`config.mk`:
```
export PLATFORM = sky130hd
export DESIGN_NAME = one_hot_serializer
export DESIGN_NICKNAME = d
export VERILOG_FILES = /design/src/rtl/one_hot_serializer.sv
export SDC_FILE = /design/constraint.sdc
export NUM_CORES = 1
export LEC_CHECK = 0
export BUFFER_PORTS_ARGS = -buffer_cell sky130_fd_sc_hd__buf_2
export CAP_MARGIN = 5
export CORE_AREA = 4 4 41 43
export DETAILED_ROUTE_END_ITERATION = 12
export DIE_AREA = 0 0 45 47
export SYNTH_ARGS = -nofsm -noshare
export SYNTH_HDL_FRONTEND = slang
export SYNTH_SLANG_ARGS = --single-unit
```
`constraint.sdc`:
```
create_clock -name clk_i -period 1.11 [get_ports clk_i]
set_input_delay 0 -clock clk_i [delete_from_list [all_inputs] [get_ports clk_i]]
set_output_delay 0 -clock clk_i [all_outputs]
set_load 0.01 [all_outputs]
```
`src/rtl/one_hot_serializer.sv`:
```
// MSB-first parallel-to-serial converter for the encoder's one-hot words.
// Sends 1..WIDTH bits per request. Requests that arrive while it is busy are dropped.
module one_hot_serializer #(
  parameter int WIDTH = 5,
  parameter int MOD_W = $clog2(WIDTH+1)
) (
  input  logic             clk_i,
  input  logic             srst_i,
  input  logic [WIDTH-1:0] data_i,
  input  logic [MOD_W-1:0] data_mod_i,
  input  logic             data_val_i,
  output logic             ser_data_o,
  output logic             ser_data_val_o,
  output logic             busy_o
);

  typedef enum logic {IDLE, SHIFT} state_t;

  localparam logic [MOD_W-1:0] LP_WIDTH = MOD_W'(WIDTH);

  state_t           r_state;
  logic [WIDTH-1:0] r_shift;
  logic [MOD_W-1:0] r_cnt;
  logic             r_ser;
  logic             r_val;
  logic             r_busy;

  logic             w_legal;
  logic [MOD_W-1:0] w_cnt;

  assign w_legal = (data_mod_i <= LP_WIDTH);
  assign w_cnt   = (data_mod_i == '0) ? LP_WIDTH : data_mod_i;

  // The first bit is registered at the accepting edge. r_cnt then counts the bits still to emit after the current one.
  always_ff @(posedge clk_i) begin
    if (srst_i) begin
      r_state <= IDLE;
      r_shift <= '0;
      r_cnt   <= '0;
      r_ser   <= 1'b0;
      r_val   <= 1'b0;
      r_busy  <= 1'b0;
    end else begin
      case (r_state)
        IDLE: begin
          if (data_val_i && w_legal) begin
            r_ser   <= data_i[WIDTH-1];
            r_val   <= 1'b1;
            r_busy  <= 1'b1;
            r_shift <= data_i << 1;
            r_cnt   <= w_cnt - MOD_W'(1);
            r_state <= SHIFT;
          end
        end
        SHIFT: begin
          if (r_cnt == '0) begin
            r_ser   <= 1'b0;
            r_val   <= 1'b0;
            r_busy  <= 1'b0;
            r_shift <= '0;
            r_state <= IDLE;
          end else begin
            r_ser   <= r_shift[WIDTH-1];
            r_shift <= r_shift << 1;
            r_cnt   <= r_cnt - MOD_W'(1);
          end
        end
        default: r_state <= IDLE;
      endcase
    end
  end

  assign ser_data_o     = r_ser;
  assign ser_data_val_o = r_val;
  assign busy_o         = r_busy;

endmodule

```
Word level (Yosys, flattened, before mapping)
Index checks and enable logic that the tools add are counted.
W data, S select, Z words.
{ "word_totals": {"reg_bits": 11, "input_bits": 11, "output_inout_bits": 3, "elab_cells": 33} }
{ "op_classes": {"addsub": 2, "order_cmp": 1, "eq_ne": 3, "n_mux": 16, "bitwise": 1, "reduce_logical": 5} }
{ "ops": {"columns": ["cell", "count"], "rows": [
  ["$mux W5", 2],
  ["$pmux W5 S2", 1],
  ["$mux W3", 3],
  ["$logic_not A3 Y1", 2],
  ["$mux W1", 6],
  ["$pmux W1 S2", 3],
  ["$pmux W3 S2", 1],
  ["$sub A3 B1 Y3 const B", 2],
  ["$ne A2 B2 Y1 const B", 2],
  ["$reduce_and A2 Y1", 2],
  ["$le A3 B3 Y1 const B", 1],
  ["$ne A2 B1 Y1 const B", 1],
  ["$logic_and A1 B1 Y1", 1],
  ["$not A1 Y1", 1]
]} }

Longest topological paths before layout
{ "logic_depth": {"depth_word": 5, "ltp_mapped": 5, "mapped_depth_nobuf": 5} }

Least setup slack after synthesis
No wires, ideal clock.
{ "synth_timing": {"path_kind": "reg-to-reg", "startpoint": "register r_state", "endpoint": "register r_cnt[1]", "setup_time_ns": 0.091, "arrival_time_ns": 1.081, "t_required_ns": 1.019, "slack_ns": -0.061, "path_stages_with_launch": 4, "n_path_buf": 0, "synth_period_minus_slack_ns": 1.171, "path_cell_list": "dfxtp_1 > o31ai_1 > ha_1 > a311oi_1"} }
{ "synth_via": {"elab_chain_len": 3, "word_cells_on_any_way": 5, "cone_classes": "2 x eq/ne; 1 x mux; 1 x bitwise; 1 x reduce/logical"} }
{ "synth_rtl": {"columns": ["element", "line", "rtl"], "rows": [
  ["start: declaration", "21", "state_t r_state;"],
  ["start signal: assignment", "37", "r_state <= IDLE;"],
  ["start signal: assignment", "52", "r_state <= SHIFT;"],
  ["start signal: assignment", "61", "r_state <= IDLE;"],
  ["$not A1 Y1", null, null],
  ["$ne A2 B2 Y1 (no source line)", null, null],
  ["$reduce_and A2 Y1 (no source line)", null, null],
  ["end signal: assignment", "51", "r_cnt <= w_cnt - MOD_W'(1);"],
  ["end signal: assignment", "65", "r_cnt <= r_cnt - MOD_W'(1);"],
  ["end: declaration", "23", "logic [MOD_W-1:0] r_cnt;"]
]} }
Several ways; a longest one is shown, not always the timed one.
A chain may end at the register's enable or synchronous reset.

Worst setup path after layout
Same ends and word-level chain as after synthesis.

==> impl_metrics.csv <==
group,metric,value,unit
synthesis,yosys.area_share.xor_xnor,1.89,%
synthesis,synth_top_family_by_area,"simple AND/OR/NAND/NOR gates",
worst_setup_path,critical_path.max_stage_delay,410,ps
place,numPlacedInstances,84,
synthesis,synth_largest_type_area_fraction,43.1,%
power_and_ir_drop,power_per_cell_area,1550,mW/mm2
worst_setup_path,timing.critical_path.buf_inv,0,
detailed_routing,dr.pass1.iters,4,
clocking,clock_tree.root_cell,"clkbuf_4",
synthesis,ys_dominant_reg_cell,"dfxtp_1",
floorplan,die_width,45,um
grt,grt_start_max_net_pins,12,
worst_setup_path,crit_path_class,"flop to flop",
floorplan,initial_core_util,35.7,%
synthesis,mappedNetlistNets,67,
clocking,worstSkewPairLatency,260,ps
worst_hold_path,worstHoldPathType,"primary input to flop",
grt,grt_pass1_wl,1860,um
synthesis,synth.avg_cell_area,8.44,um2
floorplan,die-height,47,um
finish,antenna_fix_cells,0,
run_status,status,"complete, but fails checks",
synthesis,multiplexer_share_of_the_synthesized_area,2.16,%
worst_setup_path,cpLargestDelayFamily,"simple AND/OR/NAND/NOR gates",
synthesis,synth_common_cells,"nor2_1, dfxtp_1, nor3_1",
synthesis,synthTopCellsByArea,"dfxtp_1, nor2_1, a221oi_1",
finish,syn_to_final_growth,53.1,%
worst_setup_path,path_cells,"nand2b_4, or3_4, a311oi_2",
timing,clock_skew,1.35,ps
worst_setup_path,required,1290,ps
grt,via_count_of_the_first_global_routing_pass,434,
worst_setup_path,worstSetupStartpoint,"r_state",
timing,worst_slack,-103,ps
place,portBuffers,13,
synthesis,postSynthCellCount,55,
worst_setup_path,critPathSlowestCell,"dfxtp_4",
detailed_routing,antenna_left,0,
synthesis,yosys_warning_count,0,
finish,postLayoutCoreUtil,54.6,%
run,max-cap-violations,0,
synthesis,post_synth_and_or_nand_nor_area_fraction,25.3,%
floorplan,ioPinCount,14,
finish,layout.nets,88,
clocking,cts_inserted_buffers,3,
finish,post_layout_nonfiller_instances,90,
grt,gr-usage-all-layers,12.3,%
grt,globalRouteOverflowTotal,0,
worst_setup_path,worst-r2r-cell-count,3,
worst_setup_path,crit_path_max_fanout,7,
clocking,cts.path.max_buffers,2,
synthesis,yosysSeqAreaShare,43.1,%
timing,finalCriticalPeriod,1210,ps
floorplan,core,0.00130,mm2
detailed_routing,detailedRoute.firstIterationViolations,5,
worst_setup_path,endpoint_kind,"flop",
timing,timing.setup.tns,-611,ps
clocking,tritoncts,"done",
synthesis,synth_largest_area_cell,"dfxtp_1",
timing,count_of_pins_over_their_slew_limit,0,
clocking,htreeDepth,1,
grt,grt_antenna_before_repair,0,
timing,max_slew_headroom,83.4,%
synthesis,netlist-cell-type-count,25,
worst_setup_path,critical_path.endpoint,"r_cnt[1]",
timing,rsz_0062_raised_after_global_routing,"true",
detailed_routing,drc_violations,0,
synthesis,post_synthesis_compound_gate_area_fraction,20.5,%
timing,achievable-frequency,824,MHz
finish,layout.filler_cells,109,
timing,final.hold.worst_slack,42.3,ps
worst_setup_path,startpoint_type,"flop",
timing,hold_viol,0,
run_status,violated_checks,"negative setup slack",
detailed_routing,routed_wl,1160,um
detailed_routing,avgViaCountPerCell,5.20,
power_and_ir_drop,maximum_vdd_drop,0.736,mV
synthesis,post_synthesis_instance_area,464,um2
floorplan,die_area,0.00212,mm2
timing,final_count_of_negative_setup_slack_endpoints,10,
worst_setup_path,timing.rr.end,"r_cnt[1]",
finish,post_route_cells_drive_above_1_share,54.7,%
worst_setup_path,arrival,1390,ps
worst_setup_path,crit_cells,3,
power_and_ir_drop,power.leakage,0.297,nW
timing,min_period_over_period,109,%
worst_setup_path,setup.reg_to_reg.worst_slack,-100,ps
clocking,clkTransAtPathRegs,70,ps
synthesis,synth_edf_count,0,
synthesis,synth_fa_ha_area_share,2.70,%
synthesis,ys_ff_latch,10,
synthesis,async_reset_ff_share,0,%
worst_setup_path,rr_startpoint,"r_state",
detailed_routing,routedWlPerCell,12.9,um
synthesis,synthMostInstantiatedCell,"nor2_1",
detailed_routing,number_of_vias_after_detailed_routing,468,
place,routabilityCongestion,0.823,
timing,worst_slew_pin_slew,249,ps
floorplan,std_cell_rows,13,
clocking,cts.sink_count,10,
place,place.detailed.hpwl,758,um
==> logic make-up (layout without fill, tap and decap cells) <==
logic type,Yosys count,in the layout
AND/OR/NAND/NOR,25,25
AO/OA/AOI/OAI,13,13
flip-flops,10,10
buffers and inverters,4,24
adder cells (fa/ha/maj),1,1
XOR/XNOR,1,1
multiplexers,1,1
==> sequential cells by signal, summed over array words and instances (netlist names) <==
name,cells
busy_o,1
r_cnt,3
r_shift,4
r_state,1
ser_data_o,1
==> metal layers <==
| metal | track usage [%] | vias up | part of all wire (%) |
|---|---|---|---|
| li1 | - | 241 | - |
| met1 | 15.5 | 211 | 43 |
| met2 | 19.5 | 14 | 50 |
| met3 | 3.83 | 2 | 5.4 |
| met4 | 5.26 | 0 | 1.2 |
| met5 | 0 | - | 0 |
==> layout by cell type (no fill, tap or decap), types with 2 or more instances in the layout <==
cell	instances
a21oi_1	2
a221oi_1	2
a221oi_2	2
buf_2	13
buf_4	5
clkbuf_4	3
dfxtp_1	8
nand2_1	2
nor2_1	10
nor3_1	4
==> report_power, final <==
group / internal (mW) / total (mW) / switching, mW / leakage (nW)
Combinational: 0.169 / 0.323 / 0.154 / 0.192
Clock: 0.199 / 0.328 / 0.129 / 0.0210
Sequential: 0.404 / 0.449 / 0.0450 / 0.0838
==> through the flow <==
| step | setup WS (ps) | instance area [um2] | power (mW) |
|---|---|---|---|
| final | -103 | 711 | 1.10 |
| after detailed placement | -81.8 | 573 | 0.684 |
| after CTS | -85.0 | 654 | 1.05 |
| after global placement | -80.3 | 573 | 0.684 |
| after floorplan | -14.2 | 475 | 0.599 |
| after global routing | -150 | 711 | 1.17 |
==> cell type report <==
class	count	area (um2)	share of cell area (%)
multi-input cells	41	332	46.7
flip-flops and latches	10	205	28.9
inverters	1	6.26	0.880
clock buffers	4	36.3	5.11
well taps	15	18.8	2.64
repair buffers	19	113	15.8
==> worst min-delay path by stage <==
stage / startpoint / to / cells after the start
floorplan: data_i[0] / r_shift[1] / 2
global placement: data_i[0] / r_shift[1] / 3
detailed placement: data_i[0] / r_shift[1] / 3
CTS: srst_i / r_cnt[0] / 2
global route: data_i[2] / r_shift[3] / 3
finish: srst_i / r_shift[1] / 2
==> repair_timing <==
item	4_1_cts	5_1_grt
hold endpoints to repair	1	0
hold buffers	1	0
buffers inserted	0	1
pin swaps	0	2
endpoints found under the setup margin	9	10
resized for setup	7	12
(Power assumes the default switching activity.)
